<file path="config.mk">
export PLATFORM = sky130hd
export DESIGN_NAME = parity_serializer
export DESIGN_NICKNAME = d
export VERILOG_FILES = /design/src/rtl/parity_pkg.sv /design/src/rtl/parity_serializer.sv
export SDC_FILE = /design/constraint.sdc
export NUM_CORES = 1
export LEC_CHECK = 0
export ABC_AREA = 0
export CAP_MARGIN = 30
export CORE_MARGIN = 3
export CORE_UTILIZATION = 36
export CTS_CLUSTER_DIAMETER = 120
export CTS_CLUSTER_SIZE = 14
export DETAILED_ROUTE_END_ITERATION = 7
export GPL_TIMING_DRIVEN = 1
export SYNTH_ARGS = -nofsm -noshare
export SYNTH_HDL_FRONTEND = slang
export SYNTH_SLANG_ARGS = --single-unit
</file>
<file path="constraint.sdc">
create_clock -name clk -period 1.8 [get_ports clk]
set_input_delay 0.18 -clock clk [delete_from_list [all_inputs] [get_ports clk]]
set_output_delay 0.18 -clock clk [all_outputs]
set_load 0.01 [all_outputs]
</file>
<file path="src/rtl/parity_pkg.sv">
// Shared constants for the parity serializer and its downstream even-parity checker.
// Both blocks import this package.
package parity_pkg;

  localparam int WIDTH_DEFAULT = 8;

  typedef enum logic [1:0] {
    S_IDLE = 2'd0,
    S_DATA = 2'd1,
    S_PAR  = 2'd2
  } ser_state_t;

  typedef enum logic {
    C_EVEN = 1'b0,
    C_ODD  = 1'b1
  } chk_state_t;

  function automatic logic even_parity(input logic [31:0] word);
    return ^word;
  endfunction

endpackage

</file>
<file path="src/rtl/parity_serializer.sv">
// Accepts a parallel word over valid/ready and emits it LSB-first, followed by one even-parity
// bit, so that every frame carries an even number of 1s.
module parity_serializer
  import parity_pkg::*;
#(
  parameter int WIDTH = WIDTH_DEFAULT
) (
  input  logic             clk,
  input  logic             rst,
  input  logic [WIDTH-1:0] din,
  input  logic             din_vld,
  output logic             din_rdy,
  output logic             dout,
  output logic             dout_vld,
  output logic             dout_last
);

  localparam int                CNT_W    = $clog2(WIDTH);
  localparam logic [CNT_W-1:0]  CNT_LAST = CNT_W'(WIDTH - 1);

  ser_state_t       r_state;
  logic [WIDTH-1:0] r_shreg;
  logic [CNT_W-1:0] r_cnt;
  logic             r_par;

  ser_state_t       w_state_nxt;
  logic [WIDTH-1:0] w_shreg_nxt;
  logic [CNT_W-1:0] w_cnt_nxt;
  logic             w_par_nxt;
  logic             w_accept;

  // Ready depends on state only, so din_vld never reaches din_rdy combinationally.
  assign din_rdy  = (r_state == S_IDLE) || (r_state == S_PAR);
  assign w_accept = din_vld && din_rdy;

  always_ff @(posedge clk or negedge rst) begin
    if (!rst) begin
      r_state <= S_IDLE;
      r_shreg <= '0;
      r_cnt   <= '0;
      r_par   <= 1'b0;
    end else begin
      r_state <= w_state_nxt;
      r_shreg <= w_shreg_nxt;
      r_cnt   <= w_cnt_nxt;
      r_par   <= w_par_nxt;
    end
  end

  // Parity is fixed at accept time; the shifting register is never re-reduced.
  always_comb begin
    w_state_nxt = r_state;
    w_shreg_nxt = r_shreg;
    w_cnt_nxt   = r_cnt;
    w_par_nxt   = r_par;
    case (r_state)
      S_IDLE: begin
        if (w_accept) begin
          w_shreg_nxt = din;
          w_par_nxt   = ^din;
          w_cnt_nxt   = '0;
          w_state_nxt = S_DATA;
        end
      end
      S_DATA: begin
        w_shreg_nxt = r_shreg >> 1;
        if (r_cnt == CNT_LAST) begin
          w_cnt_nxt   = '0;
          w_state_nxt = S_PAR;
        end else begin
          w_cnt_nxt   = r_cnt + CNT_W'(1);
        end
      end
      S_PAR: begin
        if (w_accept) begin
          w_shreg_nxt = din;
          w_par_nxt   = ^din;
          w_cnt_nxt   = '0;
          w_state_nxt = S_DATA;
        end else begin
          w_state_nxt = S_IDLE;
        end
      end
      default: begin
        w_state_nxt = S_IDLE;
      end
    endcase
  end

  always_comb begin
    dout      = 1'b0;
    dout_vld  = 1'b0;
    dout_last = 1'b0;
    case (r_state)
      S_DATA: begin
        dout     = r_shreg[0];
        dout_vld = 1'b1;
      end
      S_PAR: begin
        dout      = r_par;
        dout_vld  = 1'b1;
        dout_last = 1'b1;
      end
      default: begin
        dout      = 1'b0;
        dout_vld  = 1'b0;
        dout_last = 1'b0;
      end
    endcase
  end

endmodule

</file>
### After elaboration in Yosys (flattened, before gate mapping)

Cells that the tools add are included.
W data, S select, Z words.

| word-level totals | value |
|---|---|
| register bits after elaboration | 14 |
| bits of input ports | 11 |
| output and inout bits | 4 |
| word-level logic and storage cells | 33 |

| cells by class | value |
|---|---|
| add/subtract/negate cells | 1 |
| eq/ne operators | 6 |
| multiplexer cells | 12 |
| reductions and logical operators | 10 |

Operator list:

| kind | number |
|---|---|
| $pmux W8 S2 | 1 |
| $mux W8 | 1 |
| $reduce_xor A8 Y1 | 1 |
| $mux W3 | 2 |
| $pmux W2 S3 | 1 |
| $pmux W3 S2 | 1 |
| $reduce_and A2 Y1 | 3 |
| $mux W2 | 2 |
| $ne A2 B2 Y1 const B | 2 |
| $reduce_or A2 Y1 | 2 |
| $add A3 B1 Y3 const B | 1 |
| $eq A3 B3 Y1 const B | 1 |
| $mux W1 | 3 |
| $eq A2 B1 Y1 const B | 1 |
| $eq A2 B2 Y1 const B | 1 |
| $logic_not A2 Y1 | 1 |
| $ne A2 B1 Y1 const B | 1 |
| $pmux W1 S2 | 1 |
| $reduce_bool A2 Y1 | 1 |
| $logic_and A1 B1 Y1 | 1 |
| $logic_or A1 B1 Y1 | 1 |

### Logic depth before layout (Yosys ltp)

| logic depth | value |
|---|---|
| word-level depth | 5 |
| gate-level depth with buffers | 7 |
| gate-level depth less buffers | 6 |

### Least setup slack after synthesis

OpenSTA, ideal clock, no wires.

| path | value |
|---|---|
| path kind | reg-to-reg |
| from | reg r_state[0] |
| to | reg r_shreg[6] |
| library setup time | 0.128 ns |
| arrival | 1.441 ns |
| required time | 1.672 ns |
| slack | 0.231 ns |
| cell stages (with the launch flop) | 8 |
| buffers on the path | 1 |
| period minus slack after synthesis | 1.569 ns |
| cells stage by stage | dfrtp_1 inv_1 ha_1 nor2_4 inv_1 buf_2 nand2_1 a31oi_2 |

| on the way | value |
|---|---|
| word-level cells in the longest chain between the ends | 5 |
| elaborated cells between the ends (all ways) | 10 |
| classes of those cells | eq/ne (3); mux (1); reduce/logical (6) |

RTL lines:

| item | line | text |
|---|---|---|
| from (decl) | parity_serializer.sv:21 | `ser_state_t r_state;` |
| from (signal assigned) | parity_serializer.sv:43 | `r_state <= w_state_nxt;` |
| $eq A2 B2 Y1 or $logic_not A2 Y1 (tied branches) | parity_serializer.sv:33 | `assign din_rdy = (r_state == S_IDLE) \|\| (r_state == S_PAR);` |
| $logic_or A1 B1 Y1 * | parity_serializer.sv:33 |  |
| named net din_rdy | parity_serializer.sv:12 | `output logic din_rdy,` |
| $logic_and A1 B1 Y1 * | parity_serializer.sv:34 | `assign w_accept = din_vld && din_rdy;` |
| $ne A2 B1 Y1 (no line) * | -- |  |
| $reduce_and A2 Y1 (no line) * | -- |  |
| to (signal assigned) | parity_serializer.sv:44 | `r_shreg <= w_shreg_nxt;` |
| to (decl) | parity_serializer.sv:22 | `logic [WIDTH-1:0] r_shreg;` |

Mark *: on every way through the listed nets, which the timed path passes. The rest lies on a longest branch.
A chain may end at the register's enable or synchronous reset.

### Worst setup path in the final report

| path | value |
|---|---|
| from | reg r_state[0] |
| to | out dout_last |

| on the way | value |
|---|---|
| word-level cells in the longest chain between the ends | 2 |

RTL lines:

| item | line | text |
|---|---|---|
| $eq A2 B2 Y1 | parity_serializer.sv:94 | `case (r_state)` |
| $mux W1 | parity_serializer.sv:94 |  |
| to (decl) | parity_serializer.sv:15 | `output logic dout_last` |

Every way passes these cells.

==> metrics.cfg <==
[layout]
syn2layout_area_growth_pct=28.5
finalNetCount=128
drive_above_1_share=0.176
final_cells=135
multi_input_area_um2=460
seq_area_um2=350
num-fill-cells=209
diodes=0

[routing]
vias=663
drt_first_pass_iters=4
route.detailed.drc=0
wire_per_inst_um=12.4
viasPerCell=4.91
drt_iter0_markers=8
drt-total-wl_um=1670
postRouteAntennaNets=0

[placed_design]
io_buffers=14
dp.cells=131
hpwl_um=1240
gp_congestion=0.700

[sta]
setup_viol=0
skew_ns=0.00505
drv_slew=0
finalCriticalPeriod_ns=1.71
relSlewSlack=0.710
min_period_over_period=0.952
rsz0062_at_grt=no
fmax_ghz=0.584
setup_tns_ns=0
whs_ns=0.187
worst_pin_slew_ns=0.434
hold_violations=0

[global_route]
grt_pass1_vias=681
grt_usage=0.148
grt_first_pass_wirelength_um=3030
antenna_found_initial=0
gr-usage-met1=0.175
gr-total-overflow=0
grt_max_degree=17
use_met2=0.241
top_usage_layer=met2
grtUsageMet3=0.0599

[critical_path]
path_class=flip-flop to output pin
crit_fanout=3
reg2reg_slack_ns=0.20
slowest_stage=clkdlybuf4s50_1
reg2reg_depth=5
worst-path-buf-inv=2
r2r-start=r_cnt[0]$_DFFE_PN0P_
critPathRequiredTime_ns=1.62
endpoint_kind=output pin
r2r_end=r_state[1]$_DFFE_PN0P_
crit_chain=inv_1 -> ha_1 -> clkdlybuf4s50_1
crit_family=buffers and inverters
crit_arrival_ns=1.53
crit_path_max_incr_delay_ns=0.55
crit_path_start_kind=flip-flop

[clock_network]
clkSlewWorstSetupHoldPaths_ns=0.09
cts_made_buffers=3
clock-sinks=14
tritoncts=built
clock_latency_ns=0.29
cts_root_buffer=clkbuf_4
postCtsHoldBufs=0
clk_path_buf_depth=2
htree_levels=1

[logic_synthesis]
post_synth.cell_area_avg_um2=9.64
yosys_warnings=0
yosys.area.top_type_share=0.418
netlist_area_um2=838
synth-seq-cells=14
synthTopCellsByArea=dfrtp_1, ha_1, nand2_1, xnor2_1, a31oi_1
synth_cell_types=24
yosysSeqAreaShare=0.418
synth_cells=87
synth_fp_nets=106
yosys.area.top_type=dfrtp_1

[power]
ir_worst_vdd_mv=0.927
power_density_mw_per_mm2=1570
power.leakage_nw=0.503

[die]
dieArea_mm2=0.00294
num_rows=16
die_y_um=54.3
start_util=0.403
ios=15
die_x_um=54.3
core_mm2=0.00208

[job]
maxCapViolations=0

[status]
status=complete, no violations

[worst_hold_path]
hp-class=input pin to async pin

where the power goes:
group	switching [mW]	internal, mW
clock	0.108	0.123
combinational	0.497	0.420
sequential	0.0853	0.460
synthesized netlist by cell type, drive strengths merged:
cell type  number
dfrtp          14
inv             5
nand3           2
xnor2           7
nand2b          1
nor3            1
nor2b           1
o2111ai         1
buf             2
a31oi           8
a22o            1
a21o            1
mux2            2
o21ai           1
ha              8
nor2            9
a22oi           1
a21oi           2
nand2          20
stage by stage:
step,power [mW],util,setup slack [ns],cell area (µm²)
floorplan,1.16,-,0.231,838
global placement,1.46,0.496,0.217,1030
detailed placement,1.48,0.496,0.194,1030
CTS,1.71,0.513,0.0345,1070
global route,1.86,0.517,0.00822,1080
finish,1.69,0.517,0.0864,1080
layer usage:
layer	wire length, µm	up-vias
li1	-	333
met1	754	306
met2	776	20
met3	110	4
met4	26	0
met5	0	-
flip-flops by register name, indices dropped and copies added (netlist names):
register,cells
r_shreg,8
r_cnt,3
r_state,2
r_par,1
cells in the final DEF, fill, tap and decap left out, types with 2 or more instances in the layout:
master / synthesis / layout
buf_4: 0 / 5
clkdlybuf4s50_1: 0 / 11
nor2_1: 6 / 6
xnor2_1: 7 / 7
dfrtp_1: 14 / 14
clkbuf_4: 0 / 3
inv_1: 5 / 5
nand2_1: 20 / 20
dlygate4sd2_1: 0 / 2
nand3_1: 2 / 2
nor2_2: 2 / 2
a31oi_1: 7 / 7
mux2_2: 2 / 2
ha_1: 8 / 7
cell families after synthesis:
logic type / after synthesis / share of synthesized area
fa+ha+maj: 8 / 0.119
simple gates: 34 / 0.184
mux: 2 / 0.0269
compound gates: 15 / 0.137
buf+inv: 7 / 0.0418
flops: 14 / 0.418
xor+xnor: 7 / 0.0731
repair_timing:
action	CTS	global route
endpoints found under the setup margin	2	2
pin swaps	0	0
setup buffers	0	0
resized for setup	2	3
final cells by class:
class                      count  share of cell area
sequential                    14               0.325
multi-input combinational     66               0.427
clock buffer                   4              0.0337
tap                           27              0.0314
timing repair buffer          19               0.165
inverter                       5              0.0174
worst max path at each step:
stage	startpoint	to	slack (ns)	cells after the start
2_1_floorplan	r_state[0]$_DFFE_PN0P_	r_shreg[6]$_DFFE_PN0P_	0.23	7
3_3_place_gp	r_state[1]$_DFFE_PN0P_	din_rdy	0.22	5
3_5_place_dp	r_state[0]$_DFFE_PN0P_	dout	0.19	5
4_1_cts	r_state[1]$_DFFE_PN0P_	dout_vld	0.03	3
5_1_grt	r_state[0]$_DFFE_PN0P_	dout_last	0.008	3
6_report	r_state[0]$_DFFE_PN0P_	dout_last	0.09	3
(Power assumes the default switching activity.)
